--- src/rtl/tros_meas_if.sv ---
// Control bundle between the measurement sequencer and its driver:
// run requests in, counter/readout strobes and status out.
interface tros_meas_if #(
  parameter int GATE_WIDTH = 16
);
  logic                  start;
  logic                  continuous;
  logic                  abort;
  logic [GATE_WIDTH-1:0] gate_cycles;
  logic [2:0]            chan_mask;
  logic                  ctr_reset;
  logic                  latch_counter;
  logic                  send_counter;
  logic [1:0]            counter_select;
  logic                  busy;
  logic                  done;
  logic [7:0]            frame_count;

  modport master (
    output start, continuous, abort, gate_cycles, chan_mask,
    input  ctr_reset, latch_counter, send_counter, counter_select, busy, done, frame_count
  );

  modport slave (
    input  start, continuous, abort, gate_cycles, chan_mask,
    output ctr_reset, latch_counter, send_counter, counter_select, busy, done, frame_count
  );
endinterface

--- src/rtl/tros_meas_sequencer.sv ---
// Autonomous clear -> gate -> latch -> per-channel send/drain sequencer for the
// ring-oscillator frequency counter; every output comes straight from a flop.
module tros_meas_sequencer #(
  parameter int GATE_WIDTH = 16,
  parameter int SEND_BITS  = 24,
  parameter int SYNC_WAIT  = 4
) (
  input logic       clk,
  input logic       rst_n,
  tros_meas_if.slave bus
);
  typedef enum logic [2:0] {
    S_IDLE, S_CLEAR, S_GATE, S_LATCH, S_SEL, S_SEND, S_DRAIN, S_DONE
  } state_t;

  localparam int DRAIN_LEN = SEND_BITS + SYNC_WAIT;
  localparam int DRAIN_W   = $clog2(DRAIN_LEN + 1);
  localparam int CNT_W     = (GATE_WIDTH > DRAIN_W) ? GATE_WIDTH : DRAIN_W;
  localparam logic [CNT_W-1:0] ONE        = CNT_W'(1);
  localparam logic [CNT_W-1:0] SYNC_LOAD  = CNT_W'(SYNC_WAIT - 1);
  localparam logic [CNT_W-1:0] DRAIN_LOAD = CNT_W'(DRAIN_LEN - 1);

  state_t                state_reg, state_next;
  logic [CNT_W-1:0]      cnt_reg, cnt_next;
  logic [GATE_WIDTH-1:0] gate_reg, gate_next;
  logic [2:0]            mask_reg, mask_next;
  logic [1:0]            chan_reg, chan_next;

  logic       ctr_reset_reg, ctr_reset_next;
  logic       latch_reg, latch_next;
  logic       send_reg, send_next;
  logic [1:0] sel_reg, sel_next;
  logic       busy_reg, busy_next;
  logic       done_reg, done_next;
  logic [7:0] frame_count_reg, frame_count_next;

  logic       cnt_zero;
  logic [2:0] above_mask;
  logic [2:0] rest_mask;

  function automatic logic [1:0] lowest_chan(input logic [2:0] m);
    if (m[0])      return 2'd0;
    else if (m[1]) return 2'd1;
    else           return 2'd2;
  endfunction

  assign cnt_zero   = (cnt_reg == '0);
  // Channels strictly above the one just sent; ascending order falls out of this.
  assign above_mask = 3'b110 << chan_reg;
  assign rest_mask  = mask_reg & above_mask;

  always_ff @(posedge clk or negedge rst_n) begin
    if (!rst_n) begin
      state_reg       <= S_IDLE;
      cnt_reg         <= '0;
      gate_reg        <= '0;
      mask_reg        <= '0;
      chan_reg        <= '0;
      ctr_reset_reg   <= 1'b0;
      latch_reg       <= 1'b0;
      send_reg        <= 1'b0;
      sel_reg         <= 2'b11;
      busy_reg        <= 1'b0;
      done_reg        <= 1'b0;
      frame_count_reg <= '0;
    end else begin
      state_reg       <= state_next;
      cnt_reg         <= cnt_next;
      gate_reg        <= gate_next;
      mask_reg        <= mask_next;
      chan_reg        <= chan_next;
      ctr_reset_reg   <= ctr_reset_next;
      latch_reg       <= latch_next;
      send_reg        <= send_next;
      sel_reg         <= sel_next;
      busy_reg        <= busy_next;
      done_reg        <= done_next;
      frame_count_reg <= frame_count_next;
    end
  end

  // Each timed state loads cnt with (duration - 1) on entry and leaves at zero.
  always_comb begin
    state_next = state_reg;
    cnt_next   = cnt_zero ? cnt_reg : cnt_reg - ONE;
    gate_next  = gate_reg;
    mask_next  = mask_reg;
    chan_next  = chan_reg;
    case (state_reg)
      S_IDLE: begin
        if (bus.start && !bus.abort) begin
          state_next = S_CLEAR;
          cnt_next   = SYNC_LOAD;
          gate_next  = bus.gate_cycles;
          mask_next  = bus.chan_mask;
        end
      end
      S_CLEAR: begin
        if (cnt_zero) begin
          state_next = S_GATE;
          cnt_next   = (gate_reg == '0) ? '0 : CNT_W'(gate_reg) - ONE;
        end
      end
      S_GATE: begin
        if (cnt_zero) begin
          state_next = S_LATCH;
          cnt_next   = SYNC_LOAD;
        end
      end
      S_LATCH: begin
        if (cnt_zero) begin
          if (mask_reg != 3'b000) begin
            state_next = S_SEL;
            chan_next  = lowest_chan(mask_reg);
          end else begin
            state_next = S_DONE;
          end
        end
      end
      S_SEL: begin
        state_next = S_SEND;
        cnt_next   = SYNC_LOAD;
      end
      S_SEND: begin
        if (cnt_zero) begin
          state_next = S_DRAIN;
          cnt_next   = DRAIN_LOAD;
        end
      end
      S_DRAIN: begin
        if (cnt_zero) begin
          if (rest_mask != 3'b000) begin
            state_next = S_SEL;
            chan_next  = lowest_chan(rest_mask);
          end else begin
            state_next = S_DONE;
          end
        end
      end
      S_DONE: begin
        if (bus.continuous) begin
          state_next = S_CLEAR;
          cnt_next   = SYNC_LOAD;
          gate_next  = bus.gate_cycles;
          mask_next  = bus.chan_mask;
        end else begin
          state_next = S_IDLE;
        end
      end
      default: state_next = S_IDLE;
    endcase
    if (bus.abort && state_reg != S_IDLE) state_next = S_IDLE;
  end

  // Outputs are decoded from the next state so they land in flops in step with it.
  always_comb begin
    ctr_reset_next   = (state_next == S_CLEAR);
    latch_next       = (state_next == S_LATCH);
    send_next        = (state_next == S_SEND);
    busy_next        = (state_next != S_IDLE);
    done_next        = (state_next == S_DONE);
    frame_count_next = frame_count_reg;
    if (state_next == S_DONE) frame_count_next = frame_count_reg + 8'd1;
    sel_next = 2'b11;
    if (state_next == S_SEL || state_next == S_SEND || state_next == S_DRAIN) sel_next = chan_next;
  end

  assign bus.ctr_reset      = ctr_reset_reg;
  assign bus.latch_counter  = latch_reg;
  assign bus.send_counter   = send_reg;
  assign bus.counter_select = sel_reg;
  assign bus.busy           = busy_reg;
  assign bus.done           = done_reg;
  assign bus.frame_count    = frame_count_reg;
endmodule
--- src/flat_wrapper.sv ---
// flat-port wrapper written by rule: the top's interface ports become plain ports
module tros_meas_sequencer_flat 
#(
  parameter int GATE_WIDTH = 16,
  parameter int SEND_BITS  = 24,
  parameter int SYNC_WAIT  = 4
)
  (clk, rst_n, bus_start, bus_continuous, bus_abort, bus_gate_cycles, bus_chan_mask, bus_ctr_reset, bus_latch_counter, bus_send_counter, bus_counter_select, bus_busy, bus_done, bus_frame_count);
  tros_meas_if #(.GATE_WIDTH(GATE_WIDTH)) bus_i ();
  input logic clk;
  input logic rst_n;
  input wire logic [$bits(bus_i.start)-1:0] bus_start;
  input wire logic [$bits(bus_i.continuous)-1:0] bus_continuous;
  input wire logic [$bits(bus_i.abort)-1:0] bus_abort;
  input wire logic [$bits(bus_i.gate_cycles)-1:0] bus_gate_cycles;
  input wire logic [$bits(bus_i.chan_mask)-1:0] bus_chan_mask;
  output wire logic [$bits(bus_i.ctr_reset)-1:0] bus_ctr_reset;
  output wire logic [$bits(bus_i.latch_counter)-1:0] bus_latch_counter;
  output wire logic [$bits(bus_i.send_counter)-1:0] bus_send_counter;
  output wire logic [$bits(bus_i.counter_select)-1:0] bus_counter_select;
  output wire logic [$bits(bus_i.busy)-1:0] bus_busy;
  output wire logic [$bits(bus_i.done)-1:0] bus_done;
  output wire logic [$bits(bus_i.frame_count)-1:0] bus_frame_count;
  assign bus_i.start = bus_start;
  assign bus_i.continuous = bus_continuous;
  assign bus_i.abort = bus_abort;
  assign bus_i.gate_cycles = bus_gate_cycles;
  assign bus_i.chan_mask = bus_chan_mask;
  assign bus_ctr_reset = bus_i.ctr_reset;
  assign bus_latch_counter = bus_i.latch_counter;
  assign bus_send_counter = bus_i.send_counter;
  assign bus_counter_select = bus_i.counter_select;
  assign bus_busy = bus_i.busy;
  assign bus_done = bus_i.done;
  assign bus_frame_count = bus_i.frame_count;
  tros_meas_sequencer #(.GATE_WIDTH(GATE_WIDTH), .SEND_BITS(SEND_BITS), .SYNC_WAIT(SYNC_WAIT)) u_core (.clk(clk), .rst_n(rst_n), .bus(bus_i));
endmodule
--- config.mk ---
export PLATFORM = sky130hd
export DESIGN_NAME = tros_meas_sequencer_flat
export DESIGN_NICKNAME = d
export VERILOG_FILES = /design/src/rtl/tros_meas_if.sv /design/src/rtl/tros_meas_sequencer.sv /design/src/flat_wrapper.sv
export SDC_FILE = /design/constraint.sdc
export NUM_CORES = 1
export LEC_CHECK = 0
export CAP_MARGIN = 20
export CORE_AREA = 2 2 84 86
export CTS_BUF_LIST = sky130_fd_sc_hd__clkbuf_8
export DETAILED_ROUTE_END_ITERATION = 8
export DIE_AREA = 0 0 86 88
export DONT_BUFFER_PORTS = 1
export HOLD_SLACK_MARGIN = 0.03
export SLEW_MARGIN = 10
export SYNTH_ARGS = -nofsm -noshare
export SYNTH_HDL_FRONTEND = slang
export SYNTH_SLANG_ARGS = --single-unit
--- constraint.sdc ---
create_clock -name clk -period 2.7 [get_ports clk]
set_clock_uncertainty 0.2 [all_clocks]
set_input_delay 0.27 -clock clk [delete_from_list [all_inputs] [get_ports clk]]
set_output_delay 0.27 -clock clk [all_outputs]
set_load 0.005 [all_outputs]
# Word-level counts from Yosys, hierarchy flattened
# Cells that the tools add are included.
# op_classes
addsub	3
eq_ne	15
shifts	1
muxes	35
bitwise_logic	1
reduce_logical	14
# ops
cell	n
16-bit 2-to-1 mux	9
16-bit one-hot mux with 6 select lines	1
16-bit logical NOT	2
16-bit one-hot mux with 2 select lines	1
16-bit by 1-bit subtractor with 16-bit output, second input constant	2
3-bit 2-to-1 mux	9
3-bit == test, second input constant	8
3-bit one-hot mux with 8 select lines	1
2-bit 2-to-1 mux	11
3-bit nonzero test	4
3-bit by 2-bit == test with 1-bit output, second input constant	3
8-bit by 1-bit adder with 8-bit output, second input constant	1
3-bit by 1-bit == test with 1-bit output, second input constant	2
3-bit one-hot mux with 2 select lines	1
2-bit one-hot mux with 2 select lines	1
3-bit bitwise AND	1
3-bit logical NOT	1
3-bit AND reduction	1
3-bit by 2-bit << shifter with 3-bit output, first input constant	1
1-bit logical AND	2
1-bit logical OR	2
2-bit by 1-bit != test with 1-bit output, second input constant	1
2-bit != test, second input constant	1
2-bit nonzero test	1
2 further kinds	2
# word_totals
regBits	55
input_bits	24
output_inout_bits	15
word_cells	81

# Logic depth before layout (Yosys ltp)
# Gate-level depths: netlist (run 1).
# logic_depth
depth_word	11
ltp_mapped	10
depth_no_buf	8

# Worst setup path before layout (run 1)
# No wires, ideal clock.
# synth_path
kind	register to register
start	register u_core.cnt_reg[0]
end	register u_core.frame_count_reg[1], in the netlist u_core.bus.frame_count[1]
arrival_time_ns	1.920
required_time_ns	2.375
slack_ns	0.455
stages_incl_launch_ff	8
synth_period_minus_slack_ns	2.245
path_cell_list	dfrtp_1 -> inv_1 -> ha_1 -> nor4b_2 -> nand4_2 -> nor4b_4 -> nand2_2 -> mux2_4
# synth_via
elab_chain_cells	5
word_cells_on_any_way	9
classes_between	1 x eq/ne; 7 x mux; 1 x reduce/logical
# synth_rtl
item	line	rtl
start: declaration	tros_meas_sequencer.sv:24	logic [CNT_W-1:0] cnt_reg, cnt_next;
start signal: assignment	tros_meas_sequencer.sv:68	cnt_reg <= cnt_next;
16-bit logical NOT *	tros_meas_sequencer.sv:47	assign cnt_zero = (cnt_reg == '0);
3-bit 2-to-1 mux, on equally long branches	-	
3-bit one-hot mux with 8 select lines *	tros_meas_sequencer.sv:89	case (state_reg)
3-bit 2-to-1 mux *	tros_meas_sequencer.sv:152	if (bus.abort && state_reg != S_IDLE) state_next = S_IDLE;
3-bit == test *	tros_meas_sequencer.sv:163	if (state_next == S_DONE) frame_count_next = frame_count_reg + 8'd1;
end signal: assignment	tros_meas_sequencer.sv:78	frame_count_reg <= frame_count_next;
end: declaration	tros_meas_sequencer.sv:35	logic [7:0] frame_count_reg, frame_count_next;
# Mark *: on every way between the ends. The rest lies on a longest branch, timed or not.
# A chain may end at the register's enable or synchronous reset.

# Worst setup path in the final report (run 1)
# layout_path
start	register u_core.cnt_reg[0]
end	register u_core.latch_reg, in the netlist u_core.bus.latch_counter
# layout_via
elab_chain_cells	5
word_cells_on_any_way	9
classes_between	1 x eq/ne; 7 x mux; 1 x reduce/logical
# layout_rtl
item	line	rtl
16-bit logical NOT *	tros_meas_sequencer.sv:47	
3-bit 2-to-1 mux, on equally long branches	-	
3-bit one-hot mux with 8 select lines *	tros_meas_sequencer.sv:89	
3-bit 2-to-1 mux *	tros_meas_sequencer.sv:152	
3-bit by 2-bit == test with 1-bit output *	tros_meas_sequencer.sv:158	latch_next = (state_next == S_LATCH);
named net u_core.latch_next	tros_meas_sequencer.sv:30	logic latch_reg, latch_next;
end signal: assignment	tros_meas_sequencer.sv:73	latch_reg <= latch_next;
end: declaration	tros_meas_sequencer.sv:30	
# Mark *: on every way through the listed nets, which the timed path passes. The rest lies on a longest branch.

==> results of run 1 <==
## per-layer routing
| layer | vias up | wire, um |
|---|---|---|
| met5 | - | 0 |
| met4 | 0 | 42 |
| met3 | 4 | 481 |
| met2 | 103 | 3510 |
| met1 | 1243 | 3500 |
| li1 | 1257 | - |
## cells in the final DEF (no fill, tap or decap), types with 10 or more instances in the layout
master         Yosys  layout
dfrtp_1           53      53
xnor2_1           29      29
nand2_1           25      25
nor2_1            22      22
dlygate4sd3_1      0      22
mux2_2            16      16
buf_4              1      15
nor4_1            14      14
nand3_1           13      13
o22ai_1           13      13
inv_1             11      11
nor3_1            11      11
a21oi_1           10      10
o21ai_0           11      10
## logic make-up (layout without fill, tap and decap cells)
group,count (synthesis),in the layout,synth area share
and+or+nand+nor,125,125,0.228
AOI/OAI and AO/OA,68,68,0.142
DFF,55,55,0.425
xor gates and xnor gates,33,33,0.0892
buffers and inverters,29,59,0.0398
muxes,17,17,0.0602
adders and majority gates,4,4,0.0154
## power breakdown
part,internal (mW),switching (mW)
logic,0.488,0.482
registers,0.997,0.235
clock network,0.189,0.290
## cell type report
type | instances | area, um^2 | area share
Multi-Input combinational cell | 247 | 1740 | 0.465
Clock buffer | 5 | 68.8 | 0.0184
Sequential cell | 55 | 1380 | 0.369
Inverter | 12 | 45.0 | 0.0121
Clock inverter | 3 | 22.5 | 0.00603
Tap cell | 80 | 100 | 0.0268
Timing Repair Buffer | 39 | 380 | 0.102
## path summary, 6_finish.rpt
path | start | to | slack [ns]
setup / recovery | u_core.cnt_reg[0] | u_core.bus.latch_counter | 0.22
hold / removal | bus_abort | u_core.bus.latch_counter | 0.09
setup reg to reg | u_core.cnt_reg[0] | u_core.bus.latch_counter | 0.22
hold reg to reg | u_core.bus.frame_count[7] | u_core.bus.frame_count[7] | 0.34
max in group asynchronous | rst_n | u_core.bus.counter_select[1] | 1.73
min in group asynchronous | rst_n | u_core.cnt_reg[12] | 0.27
## stage by stage
stage,util,instance area (um^2),hold WS [ns],worst slack (ns),power [mW]
after global routing,0.562,3730,0.0926,-0.0210,2.88
after floorplan,-,3240,-0.226,0.455,1.93
after global placement,0.511,3390,-0.223,0.299,2.14
after CTS,0.562,3730,0.0587,0.211,2.69
after detailed placement,0.511,3390,-0.223,0.236,2.15
final,0.562,3730,0.0855,0.215,2.68
## repair_timing
action	4_1_cts	5_1_grt
endpoints found under the setup margin	0	2
hold buffers	23	0
endpoints found under the hold margin	89	0
## worst reg2reg max path, stage by stage (launching register included)
cell,delay (ns)
dfrtp_1,0.43
inv_1,0.11
ha_1,0.15
nor4b_2,0.25
and4_1,0.27
buf_4,0.23
nor3_2,0.06
a311o_1,0.36
nor4_1,0.33
==> flow_metrics.py, run 1 <==
metrics = {
    "critical_path": {
        "critical_path_depth": 8,
        "worst-r2r-cell-count": 8,
        "crit_type": "reg2reg",
        "critPathArrivalTime_ns": 2.49,
        "path_max_fanout": 15,
        "startpoint_type": "register",
        "end_kind": "register",
        "cp_slowest_stage_delay_ns": 0.43,
        "critPathTopFamily": "simple AND/OR/NAND/NOR gates",
        "critPathRequiredTime_ns": 2.70,
        "slowest_stage": "dfrtp_1",
        "cp_num_buf_inv": 2,
        "crit_chain": "inv_1, ha_1, nor4b_2, and4_1, buf_4, nor3_2, a311o_1, nor4_1",
    },
    "placement": {
        "hpwl_um": 5200,
        "numPlacedInstances": 410,
        "routabilityCongestion": 0.854,
        "portBuffers": 0,
    },
    "global_route": {
        "met2_usage": 0.340,
        "track_usage": 0.215,
        "use_met3": 0.0339,
        "grt_pass1_wl_um": 13000,
        "antenna_found_initial": 0,
        "gr-total-overflow": 0,
        "grt_pass1_vias": 2611,
        "use_met1": 0.317,
        "busiest_layer": "met2",
        "grt_max_degree": 56,
    },
    "final_layout": {
        "antenna_cells": 0,
        "drive_gt1_frac": 0.158,
        "nNetsFinal": 388,
        "fill_cells": 585,
        "synthToLayoutAreaGrowth_pct": 15.2,
        "fin_cells": 441,
    },
    "clock_network": {
        "clk_latency_ns": 0.30,
        "clock_sinks": 55,
        "cts_root_buf": "clkbuf_8",
        "cts_tree": "done",
        "post_cts_buffers": 0,
        "clock_path_buffers": 2,
        "clk_pin_slew_ns": 0.11,
        "numCtsBuffers": 5,
        "cts-resized-gates": 0,
        "h-tree-depth": 2,
    },
    "logic_synthesis": {
        "synthTopCellsByCount": "53 x dfrtp_1, 29 x xnor2_1, 25 x nand2_1, 22 x nor2_1, 16 x mux2_2",
        "syn_inst": 331,
        "yosysSeqAreaShare": 0.425,
        "ys.flop_type": "dfrtp_1",
        "yosysWarningCount": 0,
        "async_reset_ff_frac": 1.00,
        "synth.avg_cell_area_um2": 9.79,
        "synth_edf_count": 0,
        "synth_top_area_cell": "dfrtp_1",
        "synth_top_area_frac": 0.409,
        "synth.most_common_cell": "dfrtp_1",
        "synth_nets": 359,
        "synth-seq-cells": 55,
        "synth_area_leaders": "dfrtp_1 41%, xnor2_1 7.8%, mux2_2 5.6%",
        "netlist_area_um2": 3240,
        "synth_cell_types": 57,
    },
    "timing": {
        "drv_slew": 0,
        "maxSlewHeadroom": 0.554,
        "fmaxAchievable_mhz": 402,
        "fin_setup_tns_ns": 0,
        "min_period_ns": 2.48,
        "setup_viol": 0,
        "worst_slew_pin_slew_ns": 0.665,
        "fin_crit_sh": 0.920,
        "rsz0062_at_grt": "true",
        "hold_viol": 0,
    },
    "floorplan": {
        "fp.coreArea_um2": 6640,
        "initial_core_util": 0.488,
        "die_area_um2": 7570,
        "die-width_um": 86,
        "die_h_um": 88,
        "design.portCount": 39,
        "num_rows": 30,
    },
    "detailed_routing": {
        "dr.pass1.iters": 5,
        "vias": 2607,
        "ant_nets": 0,
        "wl_per_cell_um": 17.1,
        "post-route-drc-count": 0,
        "dr.first_iter.drc_count": 219,
        "vias_per_cell": 5.91,
        "wirelength_um": 7530,
    },
    "worst_hold_path": {
        "holdCritPathClass": "in2reg",
        "worstHoldPathCells": 3,
    },
    "run": {
        "cap_violations": 0,
    },
    "power_and_ir_drop": {
        "p_per_area_nw_per_um2": 718,
        "irDropWorstVdd_mv": 0.382,
        "leakage_nw": 1.48,
    },
    "run_status": {
        "status": "completed",
    },
}
No activity file was read; power rests on OpenSTA's default activity.
==> inputs of run 2 (changes only) <==
==> constraint.sdc (replaced) <==
create_clock -name clk -period 2.4 [get_ports clk]
set_clock_uncertainty 0.2 [all_clocks]
set_input_delay 0.24 -clock clk [delete_from_list [all_inputs] [get_ports clk]]
set_output_delay 0.24 -clock clk [all_outputs]
set_load 0.005 [all_outputs]
==> flow_metrics.py, run 2 (synthesis gave the netlist of run 1 again) <==
metrics = {
    "power_and_ir_drop": {
        "pwr-share-comb": 0.393,
        "switching_share": 0.354,
        "p_total_mw": 3.24,
        "power.internal_mw": 2.09,
        "leakage_nw": 1.57,
        "switching_power_mw": 1.15,
        "irDropWorstVdd_mv": 0.415,
        "p_clk_frac": 0.187,
        "pwr-share-seq": 0.420,
        "p_per_area_nw_per_um2": 831,
    },
    "final_layout": {
        "nNetsFinal": 404,
        "final_cell_mix": "53 x dfrtp_1, 30 x buf_4, 29 x xnor2_1, 25 x nand2_1",
        "synthToLayoutAreaGrowth_pct": 20.3,
        "multi_input_area_um2": 1760,
        "ff_latch_area_um2": 1380,
        "layout_commonest_cell": "dfrtp_1",
        "fill_cells": 571,
        "antenna_cells": 0,
        "final_area_um2": 3900,
        "drive_gt1_frac": 0.197,
    },
    "timing": {
        "maxSlewHeadroom": 0.642,
        "min_period_ns": 2.28,
        "setup_viol": 0,
        "whs_ns": 0.0682,
        "drv_slew": 0,
        "fmaxAchievable_mhz": 439,
        "worst_slew_pin_slew_ns": 0.537,
        "hold_viol": 0,
        "fin_crit_sh": 0.950,
    },
    "critical_path": {
        "end_kind": "register",
        "cp_slowest_stage_delay_ns": 0.58,
        "path_max_fanout": 6,
        "critPathTopFamily": "simple AND/OR/NAND/NOR gates",
        "cp_num_buf_inv": 0,
        "crit_chain": "or4_1, or3_4, nor4_4, xnor2_1, o22ai_2",
        "critPathArrivalTime_ns": 2.27,
        "critPathRequiredTime_ns": 2.39,
        "startpoint_type": "register",
        "slowest_stage": "or4_1",
        "crit_type": "reg2reg",
    },
    "detailed_routing": {
        "wirelength_um": 7260,
        "ant_nets": 0,
        "vias": 2637,
        "dr.pass1.iters": 4,
        "dr.first_iter.drc_count": 231,
        "wl_per_cell_um": 15.9,
        "post-route-drc-count": 0,
        "vias_per_cell": 5.78,
    },
    "global_route": {
        "grt_pass1_wl_um": 12700,
        "grt_max_degree": 56,
        "track_usage": 0.211,
        "grt_pass1_vias": 2631,
        "gr-total-overflow": 0,
        "antenna_found_initial": 0,
    },
    "clock_network": {
        "post_cts_buffers": 0,
        "numCtsBuffers": 5,
        "cts_tree": "done",
        "clock_sinks": 55,
        "h-tree-depth": 2,
        "clock_path_buffers": 2,
        "clk_latency_ns": 0.30,
        "clk_pin_slew_ns": 0.10,
        "cts_root_buf": "clkbuf_8",
    },
    "placement": {
        "place_area_um2": 3510,
        "routabilityCongestion": 0.968,
        "portBuffers": 0,
        "hpwl_um": 5310,
    },
    "floorplan": {
        "fp.coreArea_um2": 6640,
        "design.portCount": 39,
        "initial_core_util": 0.488,
        "num_rows": 30,
        "die-width_um": 86,
        "die_h_um": 88,
        "die_area_um2": 7570,
    },
    "worst_hold_path": {
        "holdCritPathClass": "in2reg",
    },
    "run_status": {
        "status": "completed",
    },
    "run": {
        "cap_violations": 0,
    },
}
==> run 2: cell count changes in the layout (fill, tap and decap cells not counted) <==
cell        change
buf_4          +15
inv_6           -2
and4_1          -1
and4_4          +1
buf_6           +1
bufinv_16       +1
clkinv_2        -1
clkinvlp_4      +1
nor4_2          -1
nor4_4          +1
nor4b_1         -1
nor4b_4         +1
==> run 2: per-stage QoR <==
| stage | cells | setup TNS [ns] | setup slack, ns | utilization |
|---|---|---|---|---|
| 2_1_floorplan | 331 | 0 | 0.155 | - |
| 3_3_place_gp | 426 | 0 | 0.107 | 0.529 |
| 3_5_place_dp | 426 | -0.108 | -0.0135 | 0.529 |
| 4_1_cts | 456 | 0 | 0.0251 | 0.582 |
| 5_1_grt | 456 | -0.000331 | -0.000331 | 0.587 |
| 6_report | 456 | 0 | 0.120 | 0.587 |
==> run 2: worst min-delay path: cells and delay by family <==
kind	cells	cell delay, ns
and+or+nand+nor	3	0.29
==> run 2: routing by layer <==
layer | share of wire | vias up | global-route usage
li1 | - | 1295 | -
met1 | 0.46 | 1243 | 0.301
met2 | 0.47 | 87 | 0.329
met3 | 0.055 | 12 | 0.0415
met4 | 0.017 | 0 | 0.0563
met5 | 0 | - | 0
==> run 2: worst paths after layout <==
kind / slack [ns] / depth (start not counted) / endpoint / startpoint
worst max-delay path: 0.12 / 5 / u_core.cnt_reg[10] / u_core.cnt_reg[4]
worst min-delay path: 0.07 / 3 / u_core.bus.send_counter / bus_abort
worst max register to register: 0.12 / 5 / u_core.cnt_reg[10] / u_core.cnt_reg[4]
worst min register to register: 0.30 / 1 / u_core.bus.frame_count[7] / u_core.bus.frame_count[7]
max in group asynchronous: 1.48 / 2 / u_core.bus.counter_select[0] / rst_n
min in group asynchronous: 0.25 / 2 / u_core.chan_reg[1] / rst_n
==> run 2: cell type report <==
class / instances / share of cell area
Clock buffer: 5 / 0.0177
Clock inverter: 2 / 0.00963
Inverter: 12 / 0.0116
Multi-Input combinational cell: 247 / 0.452
Sequential cell: 55 / 0.354
Tap cell: 80 / 0.0257
Timing Repair Buffer: 55 / 0.129
==> run 2: power by group through the flow <==
stage	Combinational (mW)	Sequential (mW)	Clock, mW
2_1_floorplan	0.843	1.33	0
3_3_place_gp	1.16	1.35	0
3_5_place_dp	1.18	1.36	0
4_1_cts	1.25	1.34	0.620
5_1_grt	1.42	1.39	0.663
6_report	1.27	1.36	0.604
==> run 2: what timing repair did <==
action	in CTS	in global routing
pin swaps	0	0
resized for setup	1	5
setup endpoints to repair	12	27
hold endpoints to repair	85	0
hold buffers	23	0
